===== src/rtl/dma_copy_pkg.sv =====
// Shared definitions for the DMA copy engine: register map, CTRL/status bit
// positions and the transfer state encoding.
package dma_copy_pkg;

   localparam logic [2:0] REG_SRC    = 3'd0;
   localparam logic [2:0] REG_DST    = 3'd1;
   localparam logic [2:0] REG_LEN    = 3'd2;
   localparam logic [2:0] REG_CTRL   = 3'd3;
   localparam logic [2:0] REG_REMAIN = 3'd4;

   localparam int CTRL_START    = 0;
   localparam int CTRL_ABORT    = 1;
   localparam int CTRL_CLR_DONE = 2;
   localparam int CTRL_CLR_ERR  = 3;
   localparam int CTRL_IRQ_EN   = 4;

   localparam int STAT_BUSY       = 0;
   localparam int STAT_ABORT_PEND = 1;
   localparam int STAT_DONE       = 2;
   localparam int STAT_ERR        = 3;
   localparam int STAT_IRQ_EN     = 4;

   typedef enum logic [1:0] {
      IDLE    = 2'd0,
      RD_CMD  = 2'd1,
      RD_WAIT = 2'd2,
      WR_CMD  = 2'd3
   } state_t;

endpackage


===== src/rtl/dma_copy_regs.sv =====
// Slave-side register window of the DMA copy engine: decode, programmed
// registers, CTRL strobes and the one-cycle read response.
module dma_copy_regs
   import dma_copy_pkg::*;
#(
   parameter int LEN_BITS = 16
) (
   input  logic                clk,
   input  logic                reset_,
   input  logic                cmd_sel,
   input  logic                cmd_valid,
   input  logic                cmd_wr,
   input  logic [11:0]         cmd_addr,
   input  logic [31:0]         cmd_wdata,
   output logic                rsp_ready,
   output logic [31:0]         rsp_rdata,
   input  logic                busy,
   input  logic                done,
   input  logic                err,
   input  logic                abort_pend,
   input  logic [LEN_BITS-1:0] remain,
   output logic [31:0]         src,
   output logic [31:0]         dst,
   output logic [LEN_BITS-1:0] len,
   output logic                irq_en,
   output logic                start,
   output logic                abort,
   output logic                clr_done,
   output logic                clr_err
);

   logic [2:0]  reg_sel;
   logic        wr_en;
   logic        rd_en;
   logic        ctrl_wr;
   logic [31:0] rd_mux;
   logic        unused_addr;

   assign reg_sel     = cmd_addr[4:2];
   assign wr_en       = cmd_valid & cmd_sel & cmd_wr;
   assign rd_en       = cmd_valid & cmd_sel & ~cmd_wr;
   assign ctrl_wr     = wr_en && (reg_sel == REG_CTRL);
   assign unused_addr = ^{cmd_addr[11:5], cmd_addr[1:0]};

   assign start    = ctrl_wr & cmd_wdata[CTRL_START];
   assign abort    = ctrl_wr & cmd_wdata[CTRL_ABORT];
   assign clr_done = ctrl_wr & cmd_wdata[CTRL_CLR_DONE];
   assign clr_err  = ctrl_wr & cmd_wdata[CTRL_CLR_ERR];

   // Transfer parameters are frozen while a copy runs; irq_en stays writable.
   always_ff @(posedge clk or negedge reset_) begin
      if (!reset_) begin
         src    <= '0;
         dst    <= '0;
         len    <= '0;
         irq_en <= 1'b0;
      end else if (wr_en) begin
         case (reg_sel)
            REG_SRC:  if (!busy) src <= {cmd_wdata[31:2], 2'b00};
            REG_DST:  if (!busy) dst <= {cmd_wdata[31:2], 2'b00};
            REG_LEN:  if (!busy) len <= cmd_wdata[LEN_BITS-1:0];
            REG_CTRL: irq_en <= cmd_wdata[CTRL_IRQ_EN];
            default:  ;
         endcase
      end
   end

   always_comb begin
      rd_mux = '0;
      case (reg_sel)
         REG_SRC:    rd_mux = src;
         REG_DST:    rd_mux = dst;
         REG_LEN:    rd_mux = 32'(len);
         REG_CTRL: begin
            rd_mux[STAT_BUSY]       = busy;
            rd_mux[STAT_ABORT_PEND] = abort_pend;
            rd_mux[STAT_DONE]       = done;
            rd_mux[STAT_ERR]        = err;
            rd_mux[STAT_IRQ_EN]     = irq_en;
         end
         REG_REMAIN: rd_mux = 32'(remain);
         default:    rd_mux = '0;
      endcase
   end

   always_ff @(posedge clk or negedge reset_) begin
      if (!reset_) begin
         rsp_ready <= 1'b0;
         rsp_rdata <= '0;
      end else begin
         rsp_ready <= rd_en;
         if (rd_en) rsp_rdata <= rd_mux;
      end
   end

endmodule


===== src/rtl/dma_copy_engine.sv =====
// Memory-to-memory word copy engine: register window on the slave port,
// one-word-in-flight read/write sequencer on the master port.
module dma_copy_engine
   import dma_copy_pkg::*;
#(
   parameter int LEN_BITS    = 16,
   parameter int RSP_TIMEOUT = 255,
   parameter int TMO_BITS    = 8
) (
   input  logic        clk,
   input  logic        reset_,
   input  logic        mem_cmd_sel,
   input  logic        mem_cmd_valid,
   input  logic        mem_cmd_wr,
   input  logic [11:0] mem_cmd_addr,
   input  logic [31:0] mem_cmd_wdata,
   output logic        mem_rsp_ready,
   output logic [31:0] mem_rsp_rdata,
   output logic        mst_cmd_valid,
   input  logic        mst_cmd_ready,
   output logic        mst_cmd_wr,
   output logic        mst_cmd_instr,
   output logic [31:0] mst_cmd_addr,
   output logic [31:0] mst_cmd_wdata,
   output logic [3:0]  mst_cmd_be,
   input  logic        mst_rsp_ready,
   input  logic [31:0] mst_rsp_rdata,
   output logic        irq
);

   state_t              state;
   state_t              state_nxt;
   logic [31:0]         src;
   logic [31:0]         dst;
   logic [LEN_BITS-1:0] len;
   logic                irq_en;
   logic                start;
   logic                abort;
   logic                clr_done;
   logic                clr_err;
   logic [31:0]         src_ptr;
   logic [31:0]         dst_ptr;
   logic [LEN_BITS-1:0] remain;
   logic [31:0]         data;
   logic [TMO_BITS-1:0] tmo;
   logic                done;
   logic                err;
   logic                abort_pend;
   logic                busy;
   logic                abort_now;
   logic                tmo_hit;
   logic                done_set;
   logic                err_set;

   dma_copy_regs #(.LEN_BITS(LEN_BITS)) u_regs (
      .clk        (clk),
      .reset_     (reset_),
      .cmd_sel    (mem_cmd_sel),
      .cmd_valid  (mem_cmd_valid),
      .cmd_wr     (mem_cmd_wr),
      .cmd_addr   (mem_cmd_addr),
      .cmd_wdata  (mem_cmd_wdata),
      .rsp_ready  (mem_rsp_ready),
      .rsp_rdata  (mem_rsp_rdata),
      .busy       (busy),
      .done       (done),
      .err        (err),
      .abort_pend (abort_pend),
      .remain     (remain),
      .src        (src),
      .dst        (dst),
      .len        (len),
      .irq_en     (irq_en),
      .start      (start),
      .abort      (abort),
      .clr_done   (clr_done),
      .clr_err    (clr_err)
   );

   assign busy      = (state != IDLE);
   assign abort_now = abort_pend | (abort & busy);
   assign tmo_hit   = (tmo == TMO_BITS'(RSP_TIMEOUT));

   always_ff @(posedge clk or negedge reset_) begin
      if (!reset_) state <= IDLE;
      else         state <= state_nxt;
   end

   // Abort is only honoured at word boundaries so a raised valid always sees its ready.
   always_comb begin
      state_nxt = state;
      done_set  = 1'b0;
      err_set   = 1'b0;
      case (state)
         IDLE: begin
            if (start) begin
               if (len != '0) state_nxt = RD_CMD;
               else           done_set  = 1'b1;
            end
         end
         RD_CMD: begin
            if (mst_cmd_ready) state_nxt = RD_WAIT;
         end
         RD_WAIT: begin
            if (mst_rsp_ready) begin
               if (abort_now) begin
                  state_nxt = IDLE;
                  done_set  = 1'b1;
               end else begin
                  state_nxt = WR_CMD;
               end
            end else if (tmo_hit) begin
               state_nxt = IDLE;
               done_set  = 1'b1;
               err_set   = 1'b1;
            end
         end
         WR_CMD: begin
            if (mst_cmd_ready) begin
               if ((remain == LEN_BITS'(1)) || abort_now) begin
                  state_nxt = IDLE;
                  done_set  = 1'b1;
               end else begin
                  state_nxt = RD_CMD;
               end
            end
         end
         default: state_nxt = IDLE;
      endcase
   end

   always_ff @(posedge clk or negedge reset_) begin
      if (!reset_) begin
         src_ptr <= '0;
         dst_ptr <= '0;
         remain  <= '0;
         data    <= '0;
         tmo     <= '0;
      end else begin
         if (state == IDLE && start) begin
            src_ptr <= src;
            dst_ptr <= dst;
            remain  <= len;
         end
         if (state == RD_CMD && mst_cmd_ready) begin
            src_ptr <= src_ptr + 32'd4;
            tmo     <= '0;
         end
         if (state == RD_WAIT) begin
            if (mst_rsp_ready) data <= mst_rsp_rdata;
            else               tmo  <= tmo + TMO_BITS'(1);
         end
         if (state == WR_CMD && mst_cmd_ready) begin
            dst_ptr <= dst_ptr + 32'd4;
            remain  <= remain - LEN_BITS'(1);
         end
      end
   end

   // A set from the sequencer beats a software clear landing on the same edge.
   always_ff @(posedge clk or negedge reset_) begin
      if (!reset_) begin
         done       <= 1'b0;
         err        <= 1'b0;
         abort_pend <= 1'b0;
      end else begin
         if (done_set)      done <= 1'b1;
         else if (clr_done) done <= 1'b0;
         if (err_set)       err  <= 1'b1;
         else if (clr_err)  err  <= 1'b0;
         if (busy && state_nxt == IDLE) abort_pend <= 1'b0;
         else if (abort && busy)        abort_pend <= 1'b1;
      end
   end

   assign mst_cmd_valid = (state == RD_CMD) || (state == WR_CMD);
   assign mst_cmd_wr    = (state == WR_CMD);
   assign mst_cmd_instr = 1'b0;
   assign mst_cmd_addr  = (state == WR_CMD) ? dst_ptr : src_ptr;
   assign mst_cmd_wdata = data;
   assign mst_cmd_be    = 4'hf;
   assign irq           = done & irq_en;

endmodule


===== config.mk =====
export PLATFORM = sky130hd
export DESIGN_NAME = dma_copy_engine
export DESIGN_NICKNAME = d
export VERILOG_FILES = /design/src/rtl/dma_copy_pkg.sv /design/src/rtl/dma_copy_regs.sv /design/src/rtl/dma_copy_engine.sv
export SDC_FILE = /design/constraint.sdc
export NUM_CORES = 1
export LEC_CHECK = 0
export CORE_AREA = 2 2 147 149
export CTS_BUF_LIST = sky130_fd_sc_hd__clkbuf_8
export DETAILED_ROUTE_END_ITERATION = 10
export DIE_AREA = 0 0 149 151
export PLACE_DENSITY = 0.81
export RECOVER_POWER = 100
export SYNTH_ARGS = -nofsm -noshare
export SYNTH_HDL_FRONTEND = slang
export SYNTH_SLANG_ARGS = --single-unit

===== constraint.sdc =====
create_clock -name clk -period 2.86 [get_ports clk]
set_clock_uncertainty 0.15 [all_clocks]
set_input_delay 0.715 -clock clk [delete_from_list [all_inputs] [get_ports clk]]
set_output_delay 0.715 -clock clk [all_outputs]
set_load 0.01 [all_outputs]

==> results of run 1 <==
## state kept, by name (all words and copies together) (netlist names)
register and flops:
mst_cmd_wdata 32, u_regs.rsp_rdata 32, dst_ptr 30, src_ptr 30
u_regs.dst 30, u_regs.src 30, remain 16, u_regs.len 16
tmo 8, state 2, abort_pend 1, done 1
err 1, u_regs.irq_en 1, u_regs.rsp_ready 1
## per-layer routing
metal  up-vias  global-route usage [%]
met1      4688                    38.5
met4         0                    9.57
met3        81                    6.90
li1       4347                       -
met2       430                    47.0
met5         -                       0
## power groups by stage
stage	Sequential [mW]	Combinational, mW	Clock (mW)
finish	5.12	3.62	3.06
detailed placement	5.15	3.89	0
global placement	5.08	3.79	0
floorplan	4.98	2.09	0
global route	5.24	3.94	3.26
CTS	5.11	3.84	3.11
## per-stage QoR
step / setup slack [ps] / power [mW]
2_1_floorplan: 259 / 7.07
3_3_place_gp: 88.5 / 8.88
3_5_place_dp: 18.0 / 9.03
4_1_cts: -66.1 / 12.1
5_1_grt: 8.78 / 12.4
6_report: 42.5 / 11.8
## layout make-up
type                            count  area share, %
Tap cell                          275           2.40
Inverter                           16          0.436
Clock buffer                       52           4.99
Clock inverter                     15          0.610
Sequential cell                   231           40.3
Timing Repair Buffer              236           15.2
Multi-Input combinational cell    736           36.1
## synth_stat cells, types with 4 or more instances
cell	count	area share, %
o221a_2	5	0.50
mux2i_1	34	3.0
o211a_1	4	0.35
nor3_1	21	0.93
inv_1	14	0.46
o311ai_0	11	0.85
and2_1	5	0.28
buf_2	9	0.40
nor4_1	15	0.83
buf_1	11	0.36
a22oi_1	5	0.33
and3_1	18	0.99
a31oi_1	7	0.39
clkbuf_1	41	1.4
a211o_1	7	0.54
a211oi_1	14	0.93
dfrtp_1	231	51
nand4_1	17	0.94
nor2_1	64	2.1
o211ai_1	16	1.1
nand2_1	114	3.8
a21oi_1	27	1.2
o32ai_1	4	0.31
a22o_1	21	1.6
buf_4	7	0.46
nand3_1	37	1.6
o21ai_0	62	2.7
o22ai_1	12	0.66
a221o_1	9	0.80
ha_1	5	0.55
a311oi_1	8	0.62
mux2_2	131	13
## cell families after synthesis
group	synth area share (%)
fa+ha+maj	0.641
mux	16.6
flops	51.0
xor+xnor	0.309
buf+inv	3.22
other cells	0.0663
compound gates	14.8
simple gates	13.3
## layout by cell type, fill, tap and decap left out, types with 17 or more instances in the layout
master           instances
nor2_1                  64
nand3_1                 37
a21oi_1                 27
inv_1                   24
clkdlybuf4s50_1         72
and3_1                  18
nand2_1                113
nand4_1                 17
mux2i_1                 34
dfrtp_1                231
buf_4                   31
nor3_1                  22
o21ai_0                 58
a22o_1                  21
dlygate4sd2_1           25
dlygate4sd3_1           70
clkbuf_8                52
clkbuf_1                18
mux2_2                 127
## worst min path at each step
stage                      endpoint  slack (ps)  depth (start not counted)                  from
6_report       u_regs.rsp_rdata[17]         320                          2  u_regs.rsp_rdata[17]
5_1_grt                      tmo[6]         350                          1                tmo[6]
4_1_cts                 dst_ptr[31]          40                          1                reset_
3_5_place_dp   u_regs.rsp_rdata[17]         320                          2  u_regs.rsp_rdata[17]
3_3_place_gp                 tmo[6]         310                          1                tmo[6]
2_1_floorplan            abort_pend         270                          0                reset_
## worst max-delay path, delay by kind of cell, from the launching register on
| kind | cells | cell delay, ps |
|---|---|---|
| buffers and inverters | 2 | 480 |
| flip-flops | 1 | 410 |
| multiplexers | 1 | 390 |
| AND/OR/NAND/NOR | 1 | 110 |
## repair_timing
item | CTS | global route
gates resized for setup | 36 | 3
setup endpoints to repair | 31 | 5
pin swaps | 1 | 0
==> flow_summary.ini, run 1 <==
[power_and_ir_drop]
combPwrFrac_pct = 30.7
clkPwrFrac_pct = 25.9
p_leak_nw = 6.57
vdd_drop_max_v = 0.000636
p_seq_share_pct = 43.4
p_int_mw = 7.83
switching_share_pct = 33.6
p_switching_mw = 3.96
p_per_area_nw_per_um2 = 822

[worst_setup_path]
startpoint = state[0]
r2r_slack_ps = 240
crit_path_end_kind = output port
rr_endpoint = u_regs.dst[25]
crit_arrival_ps = 1950
setup.worst_path.class = register to output port
max_stage_delay_ps = 410
cp-endpoint = mst_cmd_addr[7]
cp_slowest_cell = dfrtp_1
cp_max_fo = 21
critPathRequiredTime_ps = 2000
reg2reg_depth = 6
startpoint_type = register
crit_chain = nand2_4 -> buf_12 -> mux2_1 -> dlygate4sd2_1
r2r-start = state[1]

[synthesis]
synth_ff_type = dfrtp_1
async_flop_share_pct = 100
yosysSeqAreaShare_pct = 51.0
syn_avg_cell_area_um2 = 10.8
ys_ff_latch = 231
synth_area_um2 = 11300
synth_edf_count = 0
syn_inst = 1047
yosysWarnings = 0
ys_types = 72

[finish]
layout.cells.non_filler = 1561
num_antenna_cells = 0
num-fill-cells = 1591
register_area_um2 = 5780
fin_util_pct = 68.9
nNetsFinal = 1350
multi_input_area_um2 = 5180
drive_above_1_share_pct = 19.5
area_growth_syn_to_layout_pct = 26.7
design_area_um2 = 14300

[global_routing]
grt_start_max_net_pins = 76
grt_pass1_vias = 9897
antenna_found_initial = 0
track_usage_pct = 28.9
grt_pass1_wl_mm = 51.5
grt-ovfl-total = 0

[clock_network]
postCtsHoldBufs = 0
clk_latency_ps = 550
path_clk_slew_ps = 70
cts_buffers = 41
clockRootBuffer = clkbuf_8
cts_max_level = 2
cts_sinks = 231
cts_tree = built
clockBufferDepth = 3
postCtsSetupBuffers = 0

[floorplan]
pin_count = 188
num_rows = 53
die_h_um = 151
fp.coreArea_um2 = 20800
start_util_pct = 54.4
fp.dieW_um = 149
die_area_um2 = 22500

[min_path]
hold_path.class = register to register

[route]
dr.max_layer_used = met4
drt-met1-wl_mm = 13.4
met2_length_mm = 15.0
drt_wl_total_mm = 32.0
drt_iter0_markers = 710
viasPerCell = 6.12
post_drt_wl_per_cell_um = 20.5
detail-route-antenna-nets = 0
vias = 9546
drcViolationCount = 0
drtPass1Iterations = 5
met3_length_mm = 2.64

[run_status]
outcome = finished, violations left
failed_checks = max-capacitance violations, max-slew violations

[sta]
hold_ws_ps = 324
setup-violations-final = 0
worst_slew_pin_slew_ps = 2060
layout_min_cycle_time_ps = 2820
max_freq_mhz = 355
slew_headroom_pct = -37.2
slew_viol_final = 72
finalHoldViolCount = 0
fin_crit_sh_pct = 98.5
grt_setup_unrepaired = no
tns_ps = 0

[place]
hpwl_mm = 22.8
placed_cell_area_um2 = 13800
portBuffers = 171
place_inst = 1494
place_congestion = 0.920

[run]
drv_cap = 1
No activity file was read; power rests on OpenSTA's default activity.
==> run 2: changes to the inputs <==
ABC_AREA = 1   (was not set)
CORE_AREA = 2 2 153 155   (was 2 2 147 149)
DIE_AREA = 0 0 155 157   (was 0 0 149 151)
SLEW_MARGIN = 20   (was not set)
==> flow_summary.ini, run 2 <==
[worst_setup_path]
rr_endpoint = dst_ptr[8]
crit_path_end_kind = output port
setup.worst_path.class = register to output port
cp_max_fo = 10
cp_slowest_cell = dfrtp_2
cp_top_family = buffers and inverters
reg2reg_depth = 9
crit_chain = nand2_8 -> clkinvlp_4 -> buf_4 -> o21ai_2 -> dlygate4sd2_1
critPathRequiredTime_ps = 2000
r2r_slack_ps = 350
r2r-start = state[0]
crit_arrival_ps = 1920
startpoint_type = register
path_buf_inv = 3
max_stage_delay_ps = 440

[synthesis]
syn_avg_cell_area_um2 = 7.07
netlist_top_cells_count = nand2_1 (701), dfrtp_1 (231), o21ai_0 (183), inv_1 (170), nor2_1 (150)
async_flop_share_pct = 100
synth_area_um2 = 12400
yosysTopAreaCell = dfrtp_1
synth.most_common_cell = nand2_1
ys_types = 37
yosysSeqAreaShare_pct = 46.5
ys_ff_latch = 231
syn_inst = 1760
synth_ff_type = dfrtp_1
yosys.area.top_type_share_pct = 46.5
yosysWarnings = 0
synth_edf_count = 0
synthTopCellsByArea = dfrtp_1 (46%), nand2_1 (21%), o21ai_0 (7.4%)

[clock_network]
path_clk_slew_ps = 60
cts_buffers = 41
cts_max_level = 2
postCtsHoldBufs = 0
clk_latency_ps = 540
cts_tree = built
clockRootBuffer = clkbuf_8
cts_sinks = 231
clockBufferDepth = 3

[sta]
worst_slew_pin_slew_ps = 2030
layout_min_cycle_time_ps = 2780
slew_headroom_pct = -35.2
slew_viol_final = 76
max_freq_mhz = 359
grt_setup_unrepaired = no
setup_ws_ps = 77.4
finalHoldViolCount = 0
fin_crit_sh_pct = 97.3
setup-violations-final = 0

[global_routing]
track_usage_pct = 32.6
antenna_found_initial = 0
grt_pass1_vias = 12236
grt_start_max_net_pins = 78
grt_pass1_wl_mm = 62.4
grt-ovfl-total = 0

[finish]
num_antenna_cells = 0
mostFrequentLayoutCell = nand2_1
num-fill-cells = 1926
nNetsFinal = 2047
area_growth_syn_to_layout_pct = 23.4
final_cell_mix = nand2_1 (702), dfrtp_1 (229), inv_1 (183), o21ai_0 (183), nor2_1 (152)
fin_util_pct = 68.2
drive_above_1_share_pct = 5.79

[place]
dp_worst_setup_slack_ps = 74.4
place_congestion = 0.996
hpwl_mm = 29.2
portBuffers = 171

[run_status]
failed_checks = max-capacitance violations, max-slew violations
outcome = finished, violations left

[floorplan]
die_h_um = 157
num_rows = 55
start_util_pct = 55.3
fp.dieW_um = 155
fp.coreArea_um2 = 22500
die_area_um2 = 24300
pin_count = 188

[power_and_ir_drop]
vdd_drop_max_v = 0.000531
p_per_area_nw_per_um2 = 872
p_leak_nw = 7.60

[route]
post_drt_wl_per_cell_um = 17.3
drt_iter0_markers = 1302
drtPass1Iterations = 8
detail-route-antenna-nets = 0
drcViolationCount = 0
viasPerCell = 5.58
vias = 12688
drt_wl_total_mm = 39.3

[min_path]
hold_path.class = register to register
holdPathStages = 2
min_from = mst_cmd_wdata[28]
hold_end = mst_cmd_wdata[28]

[run]
drv_cap = 1
[run 2: cell types whose count changed in the layout (fill, tap and decap cells not counted), moves of 18 or more]
cell | before | now
mux2i_1 | 34 | 0
and3_1 | 18 | 0
o22ai_1 | 12 | 30
nor2_1 | 64 | 152
inv_1 | 24 | 183
a22o_1 | 21 | 1
nand2_1 | 113 | 702
nand3_1 | 37 | 91
o21ai_0 | 58 | 183
mux2_2 | 127 | 0
[run 2: where the power goes]
group	total [mW]	switching, mW	internal, mW
logic	4.67	2.77	1.91
registers	5.63	1.21	4.42
clock network	3.09	1.38	1.71
total	13.4	5.36	8.03
[run 2: through the flow]
step / hold slack, ps / power, mW / TNS (ps) / area (um^2) / instances
detailed placement: 308 / 10.4 / 0 / 14600 / 2193
CTS: 10.1 / 13.5 / -189 / 15500 / 2270
global placement: 303 / 10.2 / 0 / 14600 / 2193
floorplan: 269 / 8.05 / 0 / 12500 / 1765
finish: 313 / 13.4 / 0 / 15400 / 2272
global route: 334 / 14.3 / 0 / 15400 / 2272
[run 2: worst max-delay path by stage]
stage / from / to / slack [ps] / cells after the start
2_1_floorplan: state[0] / mst_cmd_addr[14] / 830 / 4
3_3_place_gp: mem_cmd_wr / dst_ptr[27] / 70 / 7
3_5_place_dp: mem_cmd_wr / dst_ptr[18] / 70 / 10
4_1_cts: state[0] / mst_cmd_addr[6] / -90 / 5
5_1_grt: reset_ / remain[7] / 20 / 2
6_report: state[0] / mst_cmd_addr[18] / 80 / 5
[run 2: cell families after synthesis]
logic type	share of synthesized area (%)
adder cells (fa/ha/maj)	0.503
AO/OA/AOI/OAI	11.8
AND/OR/NAND/NOR	32.2
buffers and inverters	8.17
other	0.0604
flip-flops	46.5
XOR/XNOR	0.775
[run 2: tightest hold or removal path: stages, from the launching register on]
cell     delay [ps]
dfrtp_1         340
nand2_1          50
nand2_1          40
[run 2: repair_timing]
action | CTS | global route
setup buffers | 6 | 2
cloned | 0 | 0
resized for setup | 44 | 5
endpoints found under the setup margin | 31 | 4
[run 2: layout make-up]
class / count / area [um^2] / area share (%)
clock buffer: 55 / 757 / 4.93
clock inverter: 16 / 66.3 / 0.432
inverter: 176 / 666 / 4.33
multi-input combinational: 1285 / 5670 / 36.9
sequential: 231 / 5780 / 37.7
tap: 285 / 357 / 2.32
timing repair buffer: 224 / 2060 / 13.4
[run 2: layer usage]
| metal | wire length, um | share of wire, % | GRT usage [%] | vias to the layer above |
|---|---|---|---|---|
| li1 | - | - | - | 5979 |
| met1 | 15900 | 40 | 43.3 | 5949 |
| met2 | 17800 | 45 | 52.3 | 657 |
| met3 | 4340 | 11 | 8.34 | 103 |
| met4 | 1220 | 3.1 | 11.6 | 0 |
| met5 | 0 | 0 | 0 | - |
==> run 3: changes to the inputs <==
SLEW_MARGIN = 10   (was 20)
==> results of run 3 <==
No change in the layout: final DEF, timing and power equal those of run 2.
